==> src/rtl/ysyx_24100006_lsu_if.sv <==
// Data-memory bus between the LSU (master) and the data memory (slave).
// Signal names match the memory model's DPI-C port names.
interface ysyx_24100006_lsu_if;
    logic        Mem_Read;
    logic [31:0] raddr;
    logic        Mem_Write;
    logic [31:0] waddr;
    logic [31:0] wdata;
    logic [7:0]  Mem_WMask;
    logic [31:0] rdata;

    modport master (
        output Mem_Read, raddr, Mem_Write, waddr, wdata, Mem_WMask,
        input  rdata
    );

    modport slave (
        input  Mem_Read, raddr, Mem_Write, waddr, wdata, Mem_WMask,
        output rdata
    );
endinterface

==> src/rtl/ysyx_24100006_lsu.sv <==
// Load/store unit: takes one memory op from EXU, drives the data-memory bus with
// word-aligned address, lane-shifted data and byte mask, and hands aligned load data to WBU.
module ysyx_24100006_lsu #(
    parameter int RD_LAT = 1
) (
    input  logic                        clk,
    input  logic                        rst,
    input  logic                        in_valid,
    output logic                        in_ready,
    input  logic [1:0]                  in_op,
    input  logic [1:0]                  in_size,
    input  logic                        in_unsigned,
    input  logic [31:0]                 in_addr,
    input  logic [31:0]                 in_wdata,
    ysyx_24100006_lsu_if.master         mem,
    output logic                        out_valid,
    input  logic                        out_ready,
    output logic [31:0]                 out_rdata,
    output logic                        out_misalign
);
    localparam int CW = (RD_LAT > 1) ? $clog2(RD_LAT) : 1;

    typedef enum logic [2:0] {
        IDLE,
        LREQ,
        LWAIT,
        SREQ,
        DONE
    } state_t;

    state_t        state_reg;
    logic [CW-1:0] cnt_reg;
    logic [1:0]    size_reg;
    logic [1:0]    lo_reg;
    logic          uns_reg;

    logic          is_load;
    logic          is_store;
    logic          misalign;
    logic [3:0]    mask_base;
    logic [31:0]   lane;
    logic [31:0]   load_ext;

    always_comb begin
        is_load   = (in_op == 2'b01);
        is_store  = (in_op == 2'b10);
        misalign  = 1'b0;
        mask_base = 4'b1111;
        case (in_size)
            2'b00: begin
                misalign  = 1'b0;
                mask_base = 4'b0001;
            end
            2'b01: begin
                misalign  = in_addr[0];
                mask_base = 4'b0011;
            end
            default: begin
                misalign  = |in_addr[1:0];
                mask_base = 4'b1111;
            end
        endcase

        // Aligned ops guarantee the selected lane starts at bit 0 after this shift.
        lane     = mem.rdata >> {lo_reg, 3'b000};
        load_ext = mem.rdata;
        case (size_reg)
            2'b00:   load_ext = {{24{~uns_reg & lane[7]}}, lane[7:0]};
            2'b01:   load_ext = {{16{~uns_reg & lane[15]}}, lane[15:0]};
            default: load_ext = mem.rdata;
        endcase
    end

    always_ff @(posedge clk) begin
        if (rst) begin
            state_reg     <= IDLE;
            cnt_reg       <= '0;
            size_reg      <= 2'b00;
            lo_reg        <= 2'b00;
            uns_reg       <= 1'b0;
            in_ready      <= 1'b1;
            mem.Mem_Read  <= 1'b0;
            mem.raddr     <= 32'h0;
            mem.Mem_Write <= 1'b0;
            mem.waddr     <= 32'h0;
            mem.wdata     <= 32'h0;
            mem.Mem_WMask <= 8'h00;
            out_valid     <= 1'b0;
            out_rdata     <= 32'h0;
            out_misalign  <= 1'b0;
        end else begin
            case (state_reg)
                IDLE: begin
                    if (in_valid && in_ready) begin
                        in_ready <= 1'b0;
                        size_reg <= in_size;
                        lo_reg   <= in_addr[1:0];
                        uns_reg  <= in_unsigned;
                        // Only real memory ops can be misaligned; none/reserved finish clean.
                        if (!(is_load || is_store) || misalign) begin
                            out_valid    <= 1'b1;
                            out_rdata    <= 32'h0;
                            out_misalign <= (is_load || is_store) && misalign;
                            state_reg    <= DONE;
                        end else if (is_load) begin
                            mem.Mem_Read <= 1'b1;
                            mem.raddr    <= {in_addr[31:2], 2'b00};
                            state_reg    <= LREQ;
                        end else begin
                            mem.Mem_Write <= 1'b1;
                            mem.waddr     <= {in_addr[31:2], 2'b00};
                            mem.wdata     <= in_wdata << {in_addr[1:0], 3'b000};
                            mem.Mem_WMask <= {4'b0000, mask_base << in_addr[1:0]};
                            state_reg     <= SREQ;
                        end
                    end
                end
                LREQ: begin
                    mem.Mem_Read <= 1'b0;
                    mem.raddr    <= 32'h0;
                    cnt_reg      <= CW'(RD_LAT - 1);
                    state_reg    <= LWAIT;
                end
                LWAIT: begin
                    if (cnt_reg == '0) begin
                        out_rdata <= load_ext;
                        out_valid <= 1'b1;
                        state_reg <= DONE;
                    end else begin
                        cnt_reg <= cnt_reg - 1'b1;
                    end
                end
                SREQ: begin
                    mem.Mem_Write <= 1'b0;
                    mem.waddr     <= 32'h0;
                    mem.wdata     <= 32'h0;
                    mem.Mem_WMask <= 8'h00;
                    out_valid     <= 1'b1;
                    state_reg     <= DONE;
                end
                DONE: begin
                    if (out_ready) begin
                        out_valid    <= 1'b0;
                        out_rdata    <= 32'h0;
                        out_misalign <= 1'b0;
                        in_ready     <= 1'b1;
                        state_reg    <= IDLE;
                    end
                end
                default: begin
                    state_reg <= IDLE;
                    in_ready  <= 1'b1;
                end
            endcase
        end
    end
endmodule

==> src/flat_wrapper.sv <==
// flat-port wrapper written by rule: the top's interface ports become plain ports
module ysyx_24100006_lsu_flat 
#(
    parameter int RD_LAT = 1
)
  (clk, rst, in_valid, in_ready, in_op, in_size, in_unsigned, in_addr, in_wdata, out_valid, out_ready, out_rdata, out_misalign, mem_Mem_Read, mem_raddr, mem_Mem_Write, mem_waddr, mem_wdata, mem_Mem_WMask, mem_rdata);
  ysyx_24100006_lsu_if mem_i ();
  input  logic clk;
  input  logic rst;
  input  logic in_valid;
  output logic in_ready;
  input  logic [1:0] in_op;
  input  logic [1:0] in_size;
  input  logic in_unsigned;
  input  logic [31:0] in_addr;
  input  logic [31:0] in_wdata;
  output logic out_valid;
  input  logic out_ready;
  output logic [31:0] out_rdata;
  output logic out_misalign;
  output wire logic [$bits(mem_i.Mem_Read)-1:0] mem_Mem_Read;
  output wire logic [$bits(mem_i.raddr)-1:0] mem_raddr;
  output wire logic [$bits(mem_i.Mem_Write)-1:0] mem_Mem_Write;
  output wire logic [$bits(mem_i.waddr)-1:0] mem_waddr;
  output wire logic [$bits(mem_i.wdata)-1:0] mem_wdata;
  output wire logic [$bits(mem_i.Mem_WMask)-1:0] mem_Mem_WMask;
  input wire logic [$bits(mem_i.rdata)-1:0] mem_rdata;
  assign mem_Mem_Read = mem_i.Mem_Read;
  assign mem_raddr = mem_i.raddr;
  assign mem_Mem_Write = mem_i.Mem_Write;
  assign mem_waddr = mem_i.waddr;
  assign mem_wdata = mem_i.wdata;
  assign mem_Mem_WMask = mem_i.Mem_WMask;
  assign mem_i.rdata = mem_rdata;
  ysyx_24100006_lsu #(.RD_LAT(RD_LAT)) u_core (.clk(clk), .rst(rst), .in_valid(in_valid), .in_ready(in_ready), .in_op(in_op), .in_size(in_size), .in_unsigned(in_unsigned), .in_addr(in_addr), .in_wdata(in_wdata), .mem(mem_i), .out_valid(out_valid), .out_ready(out_ready), .out_rdata(out_rdata), .out_misalign(out_misalign));
endmodule
==> config.mk <==
export PLATFORM = sky130hd
export DESIGN_NAME = ysyx_24100006_lsu_flat
export DESIGN_NICKNAME = d
export VERILOG_FILES = /design/src/rtl/ysyx_24100006_lsu_if.sv /design/src/rtl/ysyx_24100006_lsu.sv /design/src/flat_wrapper.sv
export SDC_FILE = /design/constraint.sdc
export NUM_CORES = 1
export LEC_CHECK = 0
export ABC_AREA = 1
export CAP_MARGIN = 25
export CORE_MARGIN = 3
export CORE_UTILIZATION = 50
export DETAILED_ROUTE_END_ITERATION = 10
export GPL_TIMING_DRIVEN = 0
export PLACE_DENSITY = 0.86
export SYNTH_ARGS = -nofsm -noshare
export SYNTH_HDL_FRONTEND = slang
export SYNTH_SLANG_ARGS = --single-unit
export TNS_END_PERCENT = 30
==> constraint.sdc <==
create_clock -name clk -period 4.3 [get_ports clk]
set_input_delay 0.86 -clock clk [delete_from_list [all_inputs] [get_ports clk]]
set_output_delay 0.86 -clock clk [all_outputs]
set_load 0.05 [all_outputs]
==> results.toml <==
[floorplan]
dieHeight_um = 128
core_um2 = 14200
rows = 43
initial_core_util_pct = 52.1
die_width_um = 128
die_area_um2 = 16300
io_pins = 246

[logic_synthesis]
yosys_warnings = 0
avgSynthCellArea_um2 = 6.51
seq_area_frac_synth_pct = 38.1
yosys.area.top_type = "dfxtp_1"
syn_area_um2 = 7400
yosysTopAreaCellShare_pct = 38.1
synthDistinctLibCells = 29
synth_area_leaders = "dfxtp_1 (38%), nand2_1 (18%), a21oi_1 (11%)"
syn-instance-count = 1137
ys_seq_elements = 141

[routing]
routed_via_density = 5.45
drt_iter0_markers = 826
wl_per_cell_um = 16.3
num_vias = 8670
drtPass1Iterations = 6
antenna_left = 0
wl_um = 25900
drc = 0

[run_status]
outcome = "finished, final reports clean"

[sta]
setup_viol = 0
fin_worst_skew_ps = 10.2
final_max_slew_viol_count = 0
min_period_ps = 2520
max_clock_freq_mhz = 398
slew_headroom_pct = 58.2
min_period_over_period_pct = 58.5
tightest_slew_ps = 628
finalHoldViolCount = 0
rsz0062_at_grt = "no"
timing.setup.tns_ps = 0

[power]
p_switching_mw = 2.98
total_leakage_power_nw = 4.42
p_int_mw = 3.49
p_per_area_nw_per_um2 = 609
sequentialPowerShare_pct = 25.6
total_power_mw = 6.47
p_sw_share_pct = 46.0
peakVddDrop_v = 0.000417
share_comb_of_total_power_pct = 50.8
clockPowerShare_pct = 23.5

[placed_design]
gp_congestion = 0.964
port_buffers = 236
dp_hpwl_um = 19800

[global_route]
grt_util_met3_pct = 6.75
gr-usage-met1_pct = 42.2
grt_max_degree = 17
grt_pass1_wl_um = 41200
grt-busiest-layer = "met2"
grt_usage_pct = 31.5
met2_usage_pct = 50.8
antenna_found_initial = 0
grt_remaining_overflow = 0
grt_pass1_vias = 8146

[clock_network]
cts_htree_levels = 4
ctsHoldBuffers = 0
clock_latency_ps = 430
numCtsBuffers = 17
cts_sinks = 141
clockRootBuffer = "clkbuf_16"
clock_path_buffers = 2
cts_tree = "built"
clk_pin_slew_ps = 60
cts_resized = 0
post_cts_buffers = 0

[setup_path]
arrival_ps = 1660
endpoint_kind = "output pin"
worstPathRequired_ps = 3440
worstPathBufferInverterCount = 1
crit_chain = "clkdlybuf4s50_1"
path_class = "reg -> out"
cp_max_fo = 4
slowest_delay_ps = 850
crit_path_top_delay_cell = "clkdlybuf4s50_1"
crit_path_start_kind = "flip-flop"
cp_top_family = "buffers and inverters"

[worst_hold_path]
hold_path_class = "reg -> reg"

[final_layout]
area_growth_pct = 43.5
fin_nets = 1505
drive_gt1_share_pct = 8.36
largestRegisters = "u_core.mem.wdata x32, u_core.out_rdata x32"
n_antenna_cell = 0

[run]
cap_violations = 0
-- worst paths after layout --
| check | from | to | slack, ps | depth (start not counted) |
|---|---|---|---|---|
| max | u_core.in_ready | in_ready | 1780 | 1 |
| min | u_core.out_misalign | u_core.out_misalign | 450 | 2 |
| max reg2reg | u_core.state_reg[2] | u_core.mem.waddr[10] | 2540 | 9 |
| min reg2reg | u_core.out_misalign | u_core.out_misalign | 450 | 2 |
-- synthesized netlist by cell type (all sizes together) --
cell,n
nand2,357
a21oi,160
dfxtp,141
inv,101
nand4,100
nor2,79
buf,63
nand3,58
clkbuf,38
o21ai,20
or2,6
o2111ai,5
o211ai,3
nor3,2
conb,1
ha,1
o21a,1
o31ai,1
-- area by class of cell --
class                      count  area, um2
fill                        1200       3580
tap                          180        225
timing repair buffer         236       2360
sequential                   141       2820
inverter                     101        382
clock buffer                  19        443
buffer                       101        543
multi-input combinational    801       3680
clock inverter                13        163
-- routing by layer --
metal | vias to the layer above | wire (um)
li1 | 4226 | -
met1 | 3880 | 10600
met2 | 492 | 11800
met3 | 72 | 2770
met4 | 0 | 720
met5 | - | 0
-- kinds of logic (layout without fill, tap and decap cells) --
| family | after synthesis | after routing | synth area share, % |
|---|---|---|---|
| adder cells (fa/ha/maj) | 1 | 1 | 0.169 |
| flip-flops | 141 | 141 | 38.1 |
| AO/OA/AOI/OAI | 190 | 190 | 13.4 |
| AND/OR/NAND/NOR | 602 | 602 | 35.8 |
| other | 1 | 8 | 0.0507 |
| buffers and inverters | 202 | 470 | 12.5 |
-- layout by cell type, fill, tap and decap left out, types with 5 or more instances in the layout --
cell / n
dfxtp_1: 141
inv_2: 5
nand4_1: 100
or2_2: 6
conb_1: 8
nand3_1: 54
o2111ai_1: 5
nor2_1: 76
nand2_1: 352
buf_4: 20
a21oi_1: 160
buf_6: 6
buf_2: 35
clkdlybuf4s50_1: 236
inv_1: 95
clkbuf_16: 17
o21ai_0: 18
clkbuf_1: 39
-- power by group through the flow --
stage / sequential [mW] / combinational (mW) / clock (mW)
after global placement: 1.68 / 3.20 / 0
after detailed placement: 1.68 / 3.23 / 0
after CTS: 1.66 / 3.26 / 1.53
after global routing: 1.69 / 3.54 / 1.59
final: 1.66 / 3.29 / 1.52
after floorplan: 2.35 / 1.57 / 0
-- metrics by stage --
stage                     instances  area [um2]  hold slack, ps  worst slack (ps)  util [%]
after floorplan                1144        7430             445              2320         -
after global placement         1560       10000             433              1560      70.5
after detailed placement       1560       10000             439              1540      70.5
after CTS                      1592       10600             448              1760      74.8
after global routing           1592       10600             471              1740      74.8
final                          1592       10600             447              1780      74.8
No activity file was read; power rests on OpenSTA's default activity.
